<file path="src/rtl/fifo_burst_reader_pkg.sv">
// Shared types and constants for the FIFO burst reader: FSM state encoding,
// output queue depth and counter widths.
package fifo_burst_reader_pkg;

    typedef enum logic [1:0] {
        ST_IDLE  = 2'd0,
        ST_BURST = 2'd1,
        ST_DRAIN = 2'd2
    } state_t;

    localparam int OUT_DEPTH   = 2;
    localparam int BURST_CNT_W = 4;
    localparam int FIFO_CNT_W  = 4;
    localparam int Q_CNT_W     = $clog2(OUT_DEPTH + 1);
    localparam int Q_PTR_W     = $clog2(OUT_DEPTH);

endpackage

</file>
<file path="src/rtl/fifo_burst_reader_if.sv">
// Bundle of the FIFO-side and stream-side signals of the burst reader.
// master = the reader, slave = the FIFO plus downstream consumer.
interface fifo_burst_reader_if
    import fifo_burst_reader_pkg::*;
#(
    parameter int Num_of_bits = 8
);
    logic                   fifo_empty;
    logic [FIFO_CNT_W-1:0]  fifo_counter;
    logic [Num_of_bits-1:0] fifo_out;
    logic                   flush;
    logic                   read_enable;
    logic [Num_of_bits-1:0] out_data;
    logic                   out_valid;
    logic                   out_ready;
    logic                   busy;
    logic [BURST_CNT_W-1:0] burst_count;

    modport master (
        input  fifo_empty, fifo_counter, fifo_out, flush, out_ready,
        output read_enable, out_data, out_valid, busy, burst_count
    );

    modport slave (
        output fifo_empty, fifo_counter, fifo_out, flush, out_ready,
        input  read_enable, out_data, out_valid, busy, burst_count
    );
endinterface

</file>
<file path="src/rtl/fifo_burst_reader_skid.sv">
// Two-entry FIFO-ordered output queue (push, pop, head, occupancy).
// A push and pop on the same edge keep the occupancy unchanged.
module fifo_burst_reader_skid
    import fifo_burst_reader_pkg::*;
#(
    parameter int Num_of_bits = 8
) (
    input  logic                   i_clk,
    input  logic                   i_rst_n,
    input  logic                   i_push,
    input  logic                   i_pop,
    input  logic [Num_of_bits-1:0] i_data,
    output logic [Num_of_bits-1:0] o_head,
    output logic                   o_valid,
    output logic [Q_CNT_W-1:0]     o_count
);
    logic [Num_of_bits-1:0] r_mem [OUT_DEPTH];
    logic [Q_PTR_W-1:0]     r_rd_ptr;
    logic [Q_CNT_W-1:0]     r_count;
    logic [Q_PTR_W-1:0]     w_wr_ptr;

    // Depth is a power of two, so the write slot wraps naturally.
    assign w_wr_ptr = r_rd_ptr + r_count[Q_PTR_W-1:0];

    always_ff @(posedge i_clk or negedge i_rst_n) begin
        if (!i_rst_n) begin
            r_rd_ptr <= '0;
            r_count  <= '0;
            for (int i = 0; i < OUT_DEPTH; i++) begin
                r_mem[i] <= '0;
            end
        end else begin
            if (i_push) begin
                r_mem[w_wr_ptr] <= i_data;
            end
            if (i_pop) begin
                r_rd_ptr <= r_rd_ptr + 1'b1;
            end
            case ({i_push, i_pop})
                2'b10:   r_count <= r_count + 1'b1;
                2'b01:   r_count <= r_count - 1'b1;
                default: r_count <= r_count;
            endcase
        end
    end

    assign o_head  = r_mem[r_rd_ptr];
    assign o_valid = (r_count != '0);
    assign o_count = r_count;

endmodule

</file>
<file path="src/rtl/fifo_burst_reader.sv">
// Burst reader: pops Burst_len words from a FIFO into a 2-entry output queue.
// Optional idle timeout for partial bursts: define FIFO_BURST_READER_TIMEOUT_EN.
module fifo_burst_reader
    import fifo_burst_reader_pkg::*;
#(
    parameter int Num_of_bits = 8,
    parameter int Burst_len   = 4,
    parameter int Timeout     = 15
) (
    input  logic                 i_clk,
    input  logic                 i_rst_n,
    fifo_burst_reader_if.master  io_bus
);
    localparam logic [BURST_CNT_W-1:0] BURST_LEN_C = BURST_CNT_W'(Burst_len);
    localparam logic [FIFO_CNT_W-1:0]  FIFO_LEN_C  = FIFO_CNT_W'(Burst_len);

    state_t                 r_state;
    state_t                 w_state_next;
    logic                   r_inflight;
    logic [BURST_CNT_W-1:0] r_burst_count;
    logic                   r_soft_start;

    logic                   w_read;
    logic                   w_pop;
    logic                   w_q_valid;
    logic [Q_CNT_W-1:0]     w_q_count;
    logic [Num_of_bits-1:0] w_head;
    logic [2:0]             w_occ;
    logic                   w_thresh;
    logic                   w_flush_start;
    logic                   w_timeout_hit;

    assign w_pop         = w_q_valid && io_bus.out_ready;
    assign w_occ         = {1'b0, w_q_count} + {2'b00, r_inflight} - {2'b00, w_pop};
    assign w_thresh      = (io_bus.fifo_counter >= FIFO_LEN_C);
    assign w_flush_start = io_bus.flush && !io_bus.fifo_empty;

    // Pop only while the queue plus the word in flight leaves a free slot.
    assign w_read = (r_state == ST_BURST) && !io_bus.fifo_empty
                    && (w_occ < 3'd2) && (r_burst_count < BURST_LEN_C);

`ifdef FIFO_BURST_READER_TIMEOUT_EN
    localparam int                TO_W       = $clog2(Timeout + 1);
    localparam logic [TO_W-1:0]   TIMEOUT_M1 = TO_W'(Timeout - 1);

    logic [TO_W-1:0] r_to_cnt;
    logic            w_to_cond;

    assign w_to_cond     = (r_state == ST_IDLE) && !io_bus.fifo_empty && !w_thresh;
    assign w_timeout_hit = w_to_cond && (r_to_cnt == TIMEOUT_M1);

    always_ff @(posedge i_clk or negedge i_rst_n) begin
        if (!i_rst_n) begin
            r_to_cnt <= '0;
        end else if (w_to_cond && !w_timeout_hit) begin
            r_to_cnt <= r_to_cnt + 1'b1;
        end else begin
            r_to_cnt <= '0;
        end
    end
`else
    assign w_timeout_hit = 1'b0;
`endif

    always_comb begin
        w_state_next = r_state;
        case (r_state)
            ST_IDLE: begin
                if (w_thresh || w_flush_start || w_timeout_hit) begin
                    w_state_next = ST_BURST;
                end
            end
            ST_BURST: begin
                if (w_read && ((r_burst_count + 1'b1) == BURST_LEN_C)) begin
                    w_state_next = ST_DRAIN;
                end else if (r_soft_start && io_bus.fifo_empty && !w_read) begin
                    w_state_next = ST_DRAIN;
                end
            end
            ST_DRAIN: begin
                if (!r_inflight) begin
                    w_state_next = ST_IDLE;
                end
            end
            default: w_state_next = ST_IDLE;
        endcase
    end

    always_ff @(posedge i_clk or negedge i_rst_n) begin
        if (!i_rst_n) begin
            r_state       <= ST_IDLE;
            r_inflight    <= 1'b0;
            r_burst_count <= '0;
            r_soft_start  <= 1'b0;
        end else begin
            r_state    <= w_state_next;
            r_inflight <= w_read;
            if (w_read) begin
                r_burst_count <= r_burst_count + 1'b1;
            end else if (w_state_next == ST_IDLE) begin
                r_burst_count <= '0;
            end
            // A burst not started by the threshold may end early on an empty FIFO.
            if (r_state == ST_IDLE && w_state_next == ST_BURST) begin
                r_soft_start <= !w_thresh;
            end
        end
    end

    fifo_burst_reader_skid #(
        .Num_of_bits (Num_of_bits)
    ) u_skid (
        .i_clk   (i_clk),
        .i_rst_n (i_rst_n),
        .i_push  (r_inflight),
        .i_pop   (w_pop),
        .i_data  (io_bus.fifo_out),
        .o_head  (w_head),
        .o_valid (w_q_valid),
        .o_count (w_q_count)
    );

    assign io_bus.read_enable = w_read;
    assign io_bus.out_data    = w_head;
    assign io_bus.out_valid   = w_q_valid;
    assign io_bus.busy        = (r_state != ST_IDLE);
    assign io_bus.burst_count = r_burst_count;

endmodule

</file>
<file path="src/flat_wrapper.sv">
// flat-port wrapper written by rule: the top's interface ports become plain ports
module fifo_burst_reader_flat import fifo_burst_reader_pkg::*;
#(
    parameter int Num_of_bits = 8,
    parameter int Burst_len   = 4,
    parameter int Timeout     = 15
)
  (i_clk, i_rst_n, io_bus_fifo_empty, io_bus_fifo_counter, io_bus_fifo_out, io_bus_flush, io_bus_out_ready, io_bus_read_enable, io_bus_out_data, io_bus_out_valid, io_bus_busy, io_bus_burst_count);
  fifo_burst_reader_if #(.Num_of_bits(Num_of_bits)) io_bus_i ();
  input  logic i_clk;
  input  logic i_rst_n;
  input wire logic [$bits(io_bus_i.fifo_empty)-1:0] io_bus_fifo_empty;
  input wire logic [$bits(io_bus_i.fifo_counter)-1:0] io_bus_fifo_counter;
  input wire logic [$bits(io_bus_i.fifo_out)-1:0] io_bus_fifo_out;
  input wire logic [$bits(io_bus_i.flush)-1:0] io_bus_flush;
  input wire logic [$bits(io_bus_i.out_ready)-1:0] io_bus_out_ready;
  output wire logic [$bits(io_bus_i.read_enable)-1:0] io_bus_read_enable;
  output wire logic [$bits(io_bus_i.out_data)-1:0] io_bus_out_data;
  output wire logic [$bits(io_bus_i.out_valid)-1:0] io_bus_out_valid;
  output wire logic [$bits(io_bus_i.busy)-1:0] io_bus_busy;
  output wire logic [$bits(io_bus_i.burst_count)-1:0] io_bus_burst_count;
  assign io_bus_i.fifo_empty = io_bus_fifo_empty;
  assign io_bus_i.fifo_counter = io_bus_fifo_counter;
  assign io_bus_i.fifo_out = io_bus_fifo_out;
  assign io_bus_i.flush = io_bus_flush;
  assign io_bus_i.out_ready = io_bus_out_ready;
  assign io_bus_read_enable = io_bus_i.read_enable;
  assign io_bus_out_data = io_bus_i.out_data;
  assign io_bus_out_valid = io_bus_i.out_valid;
  assign io_bus_busy = io_bus_i.busy;
  assign io_bus_burst_count = io_bus_i.burst_count;
  fifo_burst_reader #(.Num_of_bits(Num_of_bits), .Burst_len(Burst_len), .Timeout(Timeout)) u_core (.i_clk(i_clk), .i_rst_n(i_rst_n), .io_bus(io_bus_i));
endmodule
</file>
<file path="config.mk">
export PLATFORM = sky130hd
export DESIGN_NAME = fifo_burst_reader_flat
export DESIGN_NICKNAME = d
export VERILOG_FILES = /design/src/rtl/fifo_burst_reader_pkg.sv /design/src/rtl/fifo_burst_reader_if.sv /design/src/rtl/fifo_burst_reader_skid.sv /design/src/rtl/fifo_burst_reader.sv /design/src/flat_wrapper.sv
export SDC_FILE = /design/constraint.sdc
export NUM_CORES = 1
export LEC_CHECK = 0
export CAP_MARGIN = 10
export CORE_ASPECT_RATIO = 1.25
export CORE_UTILIZATION = 45
export CTS_CLUSTER_SIZE = 14
export DETAILED_ROUTE_END_ITERATION = 7
export PLACE_DENSITY = 0.74
export SLEW_MARGIN = 20
export SYNTH_ARGS = -nofsm -noshare
export SYNTH_HDL_FRONTEND = slang
export SYNTH_HIERARCHICAL = 1
export SYNTH_SLANG_ARGS = --single-unit
</file>
<file path="constraint.sdc">
create_clock -name i_clk -period 3.2 [get_ports i_clk]
set_input_delay 0.8 -clock i_clk [delete_from_list [all_inputs] [get_ports i_clk]]
set_output_delay 0.8 -clock i_clk [all_outputs]
set_load 0.005 [all_outputs]
</file>
* After elaboration in Yosys (flattened, before gate mapping)
Index checks and enable logic that the tools add are counted.
** Word-level totals
- Flip-flop bits (word level) :: 27
- Output and inout bits :: 15
** Cells by class
- Add/sub/neg operators :: 7
- $lt $le $gt $ge :: 6
- Equality and inequality tests :: 6
- Mux-type cells :: 14
- Bitwise logic cells :: 2
- Reduce and logical (&&, ||, !) cells :: 20
** Operators by type and width (count)
- 2-to-1 mux 8 bit :: 4
- bitwise mux 16 bit :: 1
- logical AND 1 bit :: 10
- demux 8 bit (select 1 bit) :: 1
- 2-to-1 mux 2 bit :: 4
- 2-to-1 mux 4 bit :: 2
- nonzero test 2 bit :: 4
- == test 2 x 1 -> 1 bit (second input constant) :: 3
- case mux 2 bit (3 select lines) :: 1
- adder 4 x 1 -> 4 bit (second input constant) :: 1
- == test 2 bit (second input constant) :: 2
- == test 4 x 3 -> 1 bit (second input constant) :: 1
- >= comparator 2 bit (second input constant) :: 2
- >= comparator 4 x 3 -> 1 bit (second input constant) :: 1
- logical NOT 2 bit :: 2
- less-than comparator 4 x 3 -> 1 bit (second input constant) :: 1
- inverter 1 -> 2 bit :: 2
- case mux 2 bit (2 select lines) :: 1
- adder 2 x 1 -> 3 bit :: 1
- logical NOT 1 bit :: 3
- less-than comparator 3 x 2 -> 1 bit (second input constant) :: 1
- subtractor 3 x 1 -> 3 bit :: 1
- adder 2 x 1 -> 2 bit (second input constant) :: 1
- less-than comparator 2 x 1 -> 1 bit (second input constant) :: 1
- other kinds (4) :: 4

* Logic depth before layout (Yosys ltp)
Gate-level depths: netlist of run 1.
- Depth after elaboration :: 14
- Depth in mapped cells :: 10

* Cells and area by module
Netlist of run 1, hierarchy kept.
** By module, submodules not included
- fifo_burst_reader_skid :: times used 1, cells an instance 56, area each 878.3 um^2
- fifo_burst_reader :: times used 1, cells an instance 40, area each 424.2 um^2

* Worst setup path before layout of run 1
No wires, ideal clock.
- Path kind :: input to output
- Start :: in io_bus_out_ready
- End :: out io_bus_read_enable
- Arrival time :: 2244 ps
- Required time :: 2400 ps
- Setup slack :: 156 ps
- Cell stages on the path :: 7
- Buffers on the path :: 0
- Path through :: and2_1 -> ha_1 -> nand2b_1 -> fa_1 -> nor4b_2 -> nand3_1 -> inv_2
** On the way
- Cells in the longest elaborated chain, start to end :: 5
** RTL lines
- start, declared :: RTL line flat_wrapper.sv:16 : input wire logic [$bits(io_bus_i.out_ready)-1:0] io_bus_out_ready;
- logical AND 1 bit :: RTL line fifo_burst_reader.sv:33 : assign w_pop = w_q_valid && io_bus.out_ready;
- subtractor 3 x 1 -> 3 bit :: RTL line fifo_burst_reader.sv:34 : assign w_occ = {1'b0, w_q_count} + {2'b00, r_inflight} - {2'b00, w_pop};
- less-than comparator 3 x 2 -> 1 bit :: RTL line fifo_burst_reader.sv:40 : && (w_occ < 3'd2) && (r_burst_count < BURST_LEN_C);
- logical AND 1 bit (2 in series) :: RTL line fifo_burst_reader.sv:40
- end, declared :: RTL line flat_wrapper.sv:17 : output wire logic [$bits(io_bus_i.read_enable)-1:0] io_bus_read_enable;
No other way between the ends.

* Final worst setup path of run 1
- Start :: reg u_core.u_skid.r_count[0], in the netlist u_core/u_skid/o_count[0]
- End :: out io_bus_read_enable
** On the way
- Cells in the longest elaborated chain, start to end :: 6
- Elaborated cells on any way between the ends :: 7
- Classes of those cells :: add/sub (2); order compare (1); reduce/logical (4)
** RTL lines
- start, declared :: RTL line fifo_burst_reader_skid.sv:19 : logic [Q_CNT_W-1:0] r_count;
- start signal, assigned :: RTL line fifo_burst_reader_skid.sv:40 : 2'b10: r_count <= r_count + 1'b1;
- start signal, assigned :: RTL line fifo_burst_reader_skid.sv:41 : 2'b01: r_count <= r_count - 1'b1;
- start signal, assigned :: RTL line fifo_burst_reader_skid.sv:42 : default: r_count <= r_count;
- nonzero test 2 bit :: RTL line fifo_burst_reader_skid.sv:48 : assign o_valid = (r_count != '0);
- logical AND 1 bit :: RTL line fifo_burst_reader.sv:33
- net u_core.w_pop :: RTL line fifo_burst_reader.sv:24 : logic w_pop;
- subtractor 3 x 1 -> 3 bit :: RTL line fifo_burst_reader.sv:34
- less-than comparator 3 x 2 -> 1 bit :: RTL line fifo_burst_reader.sv:40
- logical AND 1 bit (2 in series) :: RTL line fifo_burst_reader.sv:40
The timed path passes the listed nets, and every way through them passes these cells.

==> metrics.txt, run 1 <==
initial antenna violation count=0; Leak=between 0.0008 and 0.0009 uW; vias=roughly 910; status=finished, violations left; vias in the first global route=~950; flops & latches, synth=27; die width=about 50 um; io pins=32; Total GRT Usage=18.8%; H-tree Lvls=1; critical path launch point type=flip-flop; most frequent cells in the layout=clkdlybuf4s50_1 (27), dfrtp_1 (27), buf_4 (18); utilization after layout=67.2%; Combinational Power Share=57.7%; CTS Buf Count=3; max-cap viol count=0; Synth Area in Compound Gates=roughly 4.2%; min-delay src=u_core/r_soft_start; Post-synth EDFFs=0; Max Buffers Root-to-Sink=2; VDD IR max=between 0.0005 and 0.0006 V; drt drc=0; CP Capture Type=output pin; CP Class=reg -> out; crit path cell chain=or2_4 > and2_4 > ha_4 > nand2b_4 > fa_1 > nor4b_4 > nand3_2 > inv_2 > buf_6; Slew Limit Fails=0; TNS Setup=-65.2 ps; footprint of the multi-input gates=around 630 sq um; Post-synth top flop=dfrtp_1; Reg area=676 sq um; core footprint=approximately 2700 sq um; # rows=21; Clock Power Share=under 10%; Seq pwr share=between 30% and 40%; Hold WS=just over 500 ps; internal power=1230 uW; minimum clock period=between 3000 and 4000 ps; filler cell count=about 220; Pre-antenna DRT Iters=4; Syn Area/Cell=between 10 and 15 sq um; ys async rst share=100%; worst r2r src=u_core/u_skid/o_count[0]; P&R area growth vs syn=39.7%; # nets final=approximately 170; relative slew slack=between 60% and 70%; routability cong.=between 0.7 and 0.8; CP required=approximately 2400 ps; RSZ-0062 raised after global routing=true; FMAX=about 310 MHz; Sink Count=27; final period utilization=102%; Fin. Hold Viols=0; Netlist cell types=28; layout cell share with drive strength beyond 1=roughly 38%; Sw Pwr=552 uW; synth warn=6; post-synthesis cell area=around 1300 sq um; xor-xnor portion of the synthesized cell area=roughly 4%; slew at the pin closest to its max-slew limit=527 ps; Setup Skew=1.92 ps; Starting Density=48.1%; DR vias/cell=approximately 5; CTS tree=done; largest fanout on the critical path=2; Final Worst Setup Slack=-65.2 ps; CP startpoint=u_core/u_skid/o_count[0]; Die Area=3110 sq um; GRT Residual Overflow=0; # diodes=0; Net Sw Frac=a little under a third; drt total wl=2570 um; Cells after Synth=96; sequential-to-total area share from yosys stat=about half; # hold bufs at CTS=0; 1st-iter DRT viols=8; pin count of the biggest net entering global routing=28; ANT nets after route=0; detailed placement HPWL=between 1500 and 2000 um; dominant combinational cell family by area after synthesis=multiplexers; hold crit path type=reg -> reg; Final Setup Violations=1; IO Port Bufs=29; failing checks=negative setup slack; Pwr per Cell Area=981 nW/um^2; first-pass GRT wire length=4430 um; Critical-path top delay cell=fa_1; simple-gate area share of the yosys netlist=~8.5%; Critical Path AT=2470 ps; CP max stage delay=480 ps; clock latency on the worst-skew pair=about 320 ps; clock-pin slew on the worst setup and hold paths=between 100 and 150 ps; wire per inst=14.4 um; height of the die=62.2 um; Root Buffer=clkbuf_4; syn_nets=117; mux share of post-synthesis cell area=approximately a quarter; Adder-Cell Fraction of Synth Area=around 4.4%
## power groups by stage
stage / registers [uW] / clock network (uW) / logic (uW)
after global routing: 632 / 171 / 1120
after global placement: 599 / 0 / 844
after CTS: 609 / 152 / 982
final: 610 / 145 / 1030
after floorplan: 578 / 0 / 552
after detailed placement: 614 / 0 / 865
## stage by stage
step | cell area [sq um] | total power, uW | setup slack [ps] | std cells
after floorplan | 1300 | 1130 | 156 | 96
after global placement | 1650 | 1440 | -772 | 162
after detailed placement | 1650 | 1480 | -796 | 162
after CTS | 1780 | 1740 | -78.6 | 177
after global routing | 1820 | 1920 | -175 | 179
final | 1820 | 1780 | -65.2 | 179
## Yosys cell counts, drive strengths merged, types with 2 or more instances
cell type / n / share of area (%)
nand2: 5 / 1.6
nand2b: 3 / 1.4
buf: 2 / 1.7
o21ai: 3 / 1.2
mux2: 24 / 23
xnor2: 3 / 2.0
or2: 3 / 1.4
dfrtp: 27 / 52
ha: 3 / 2.9
xor2: 3 / 2.0
nor2: 3 / 0.86
inv: 5 / 1.4
## logic make-up (layout without fill, tap and decap cells)
group / count (synthesis) / after routing
xor+xnor: 6 / 6
fa+ha+maj: 4 / 4
mux: 25 / 25
compound gates: 8 / 8
flops: 27 / 27
buf+inv: 7 / 56
simple gates: 19 / 19
## path summary, 6_finish.rpt
kind / slack (ps) / depth (start not counted) / to
setup / recovery: -70 / 9 / io_bus_read_enable
hold / removal: 520 / 1 / u_core/r_soft_start
setup reg to reg: 110 / 17 / u_core/r_state[0]
hold reg to reg: 520 / 1 / u_core/r_soft_start
max in group asynchronous: 2110 / 2 / u_core/u_skid/r_mem[8]
min in group asynchronous: 830 / 2 / u_core/u_skid/r_mem[14]
## routing by layer
layer  vias up  global-route usage [%]  wire (um)
met1       450                    23.4       1140
met4         0                    7.50         19
met5         -                       0          0
met2        26                    31.8       1300
met3         2                    2.70        117
li1        429                       -          -
## what timing repair did
| item | 4_1_cts | 5_1_grt |
|---|---|---|
| resized for setup | 10 | 4 |
| setup buffers | 11 | 3 |
| endpoints found under the setup margin | 1 | 5 |
| pin swaps | 5 | 4 |
## registers in the layout, indices dropped and copies added, names as in the netlist
register / cells
u_core/io_bus.burst_count: 4
u_core/r_state: 2
u_core/r_inflight: 1
u_core/u_skid/r_mem: 16
u_core/r_soft_start: 1
u_core/u_skid/r_rd_ptr: 1
u_core/u_skid/o_count: 2
## final cells by class
type | instances | share of cell area [%]
multi-input cells | 62 | 34.6
inverters | 5 | 1.03
clock buffers | 4 | 1.44
flip-flops and latches | 27 | 37.1
repair buffers | 47 | 23.5
well taps | 34 | 2.34
## worst max-delay path, delay by kind of cell (launching register included)
kind                       cells  cell delay (ps)
buffers and inverters          2              180
adders and majority gates      2              680
DFF                            1              420
and+or+nand+nor                5              860
(Power assumes the default switching activity.)
==> run 2: changes to the inputs <==
==> constraint.sdc (replaced) <==
create_clock -name i_clk -period 3.2 [get_ports i_clk]
set_input_delay 0.64 -clock i_clk [delete_from_list [all_inputs] [get_ports i_clk]]
set_output_delay 0.64 -clock i_clk [all_outputs]
set_load 0.005 [all_outputs]
==> run 2 against run 1 <==
  * The run now ends clean
  * Highest routed layer unchanged
  * Clock power about the same
  * Clock-buffer cell count fell by 1
  * First-iteration DRC count rose to 3.1 times the previous value
  * Via count down 6.3%
  * Register-to-register slack gained 520 ps
  * Hold slack got worse by 2.5 ps
  * Final cell count decreased by 5.6%
  * Global-route usage fell by 1.1 points
  * Critical endpoint unchanged
==> metrics.txt, run 2 (synthesis results as in run 1) <==
relative slew slack=67.1% (was 64.9%); Setup Skew=6.16 ps (was 1.92 ps); most frequent cells in the layout=clkdlybuf4s50_1 (27), dfrtp_1 (27), mux2_2 (16) (was clkdlybuf4s50_1 (27), dfrtp_1 (27), buf_4 (18)); routability cong.=0.714 (was 0.712); Hold Crit Depth=1 (unchanged); Total GRT Usage=17.7% (was 18.8%); critical path launch point type=flip-flop (unchanged); CP startpoint=u_core/u_skid/o_count[0] (unchanged); max reg flops=16 (unchanged); Combinational Power Share=55.1% (was 57.7%); Sw Pwr=522 uW (was 552 uW); pre-CTS setup slack=-455 ps (was -796 ps); utilization after layout=64.2% (was 67.2%); VDD IR max=0.000448 V (was 0.000507 V); Pre-antenna DRT Iters=3 (was 4); CTS Buf Count=3 (unchanged); reg2reg path depth=12 (was 17); CP Capture Type=output pin (unchanged); RSZ-0062 raised after global routing=false (was true); minimum clock period=3060 ps (was 3270 ps); drt total wl=2350 um (was 2570 um); worst r2r dst=u_core/r_state[0] (unchanged); FMAX=327 MHz (was 306 MHz); wire per inst=13.9 um (was 14.4 um); Final Setup Violations=0 (was 1); vias in the first global route=897 (was 947); detailed placement HPWL=1730 um (was 1750 um); largest reg by FF count=u_core/u_skid/r_mem (unchanged); final period utilization=95.6% (was 102%); Final Worst Setup Slack=141 ps (was -65.2 ps); die width=50.1 um (unchanged); Placed Cells=162 (unchanged); CP Class=reg -> out (unchanged); clock-pin slew on the worst setup and hold paths=140 ps (about the same); # rows=21 (unchanged); TNS Setup=0 ps (was -65.2 ps); Clock Power Share=8.5% (was 8.1%); # diodes=0 (unchanged); core footprint=2710 sq um (unchanged); Sink Count=27 (unchanged); filler cell count=218 (was 219); H-tree Lvls=1 (unchanged); worst r2r src=u_core/u_skid/o_count[0] (unchanged); pin count of the biggest net entering global routing=28 (unchanged); Starting Density=48.1% (unchanged); io pins=32 (unchanged); clock latency on the worst-skew pair=310 ps (was 320 ps); DR vias/cell=5.03 (was 5.07); initial antenna violation count=0 (unchanged); 1st-iter DRT viols=25 (was 8); FF-to-FF setup slack=630 ps (was 110 ps); CP required=2560 ps (was 2400 ps); GRT Residual Overflow=0 (unchanged); first-pass GRT wire length=4200 um (was 4430 um); ANT nets after route=0 (unchanged); Hold EP=u_core/io_bus.burst_count[0] (was u_core/r_soft_start); # nets final=157 (was 167); P&R area growth vs syn=33.3% (was 39.7%); Leak=0.000795 uW (was 0.000849 uW); Net Sw Frac=31.1% (was 30.9%); CTS tree=done (unchanged); height of the die=62.2 um (unchanged); min-delay src=u_core/io_bus.burst_count[0] (was u_core/r_soft_start); status=complete, no violations (was finished, violations left); Max Buffers Root-to-Sink=2 (unchanged); Root Buffer=clkbuf_4 (unchanged); layout cell share with drive strength beyond 1=34.1% (was 37.9%); Die Area=3110 sq um (unchanged); Hold WS=516 ps (was 519 ps); max-cap viol count=0 (unchanged); largest fanout on the critical path=2 (unchanged); fin cells=169 (was 179); slew at the pin closest to its max-slew limit=494 ps (was 527 ps); drt drc=0 (unchanged); Pwr per Cell Area=966 nW/um^2 (was 981 nW/um^2); vias=850 (was 907); internal power=1150 uW (was 1230 uW); Seq pwr share=36.4% (was 34.1%); Slew Limit Fails=0 (unchanged); IO Port Bufs=29 (unchanged); Fin. Hold Viols=0 (unchanged); # hold bufs at CTS=0 (unchanged); hold crit path type=reg -> reg (unchanged); Critical Path AT=2420 ps (was 2470 ps)
==> run 2: layout make-up <==
type                    instances  area [sq um]  share of cell area, %
multi-input cells              62           624                   36.0
well taps                      34          42.5                   2.45
clock buffers                   3          22.5                   1.30
clock inverters                 1          5.00                  0.288
repair buffers                 37           348                   20.0
flip-flops and latches         27           676                   38.9
inverters                       5          18.8                   1.08
==> run 2: worst max-delay path: stages (launching register included) <==
cell and delay (ps):
dfrtp_1 400, or2_4 250, and2_4 150, ha_4 220, nand2b_4 130, fa_1 480, nor4b_4 190, nand3_2 110
inv_2 70, buf_2 100
==> run 2: through the flow <==
| step | cell area, sq um | power (uW) |
|---|---|---|
| after floorplan | 1300 | 1130 |
| after global placement | 1650 | 1440 |
| after detailed placement | 1650 | 1480 |
| after CTS | 1710 | 1670 |
| after global routing | 1740 | 1810 |
| final | 1740 | 1680 |
==> run 2: worst max path at each step <==
stage,endpoint,cells after the start
after floorplan,io_bus_read_enable,8
after global placement,io_bus_read_enable,9
after detailed placement,io_bus_read_enable,9
after CTS,io_bus_read_enable,9
after global routing,io_bus_read_enable,9
final,io_bus_read_enable,9
==> run 2: power groups by stage <==
stage / Sequential [uW] / Clock (uW) / Combinational (uW)
detailed placement: 616 / 0 / 862
floorplan: 578 / 0 / 552
CTS: 612 / 152 / 908
global placement: 599 / 0 / 843
global route: 630 / 166 / 1010
finish: 610 / 143 / 924
==> run 2: routing by layer <==
metal	vias up	wire (um)	global-route usage [%]
met5	-	0	0
met4	0	15	6.43
met3	2	128	3.19
met2	24	1170	29.3
met1	416	1030	22.7
li1	408	-	-
==> run 2: what timing repair did <==
action                                  CTS  global route
resized for setup                         8             3
buffers inserted                          2             1
endpoints found under the setup margin    1             1
pin swaps                                 1             2
cloned                                    0             0
==> run 3: changes to the inputs <==
CAP_MARGIN = 15   (was 10)
==> results of run 3 <==
No change in the layout: final DEF, timing and power equal those of run 2.
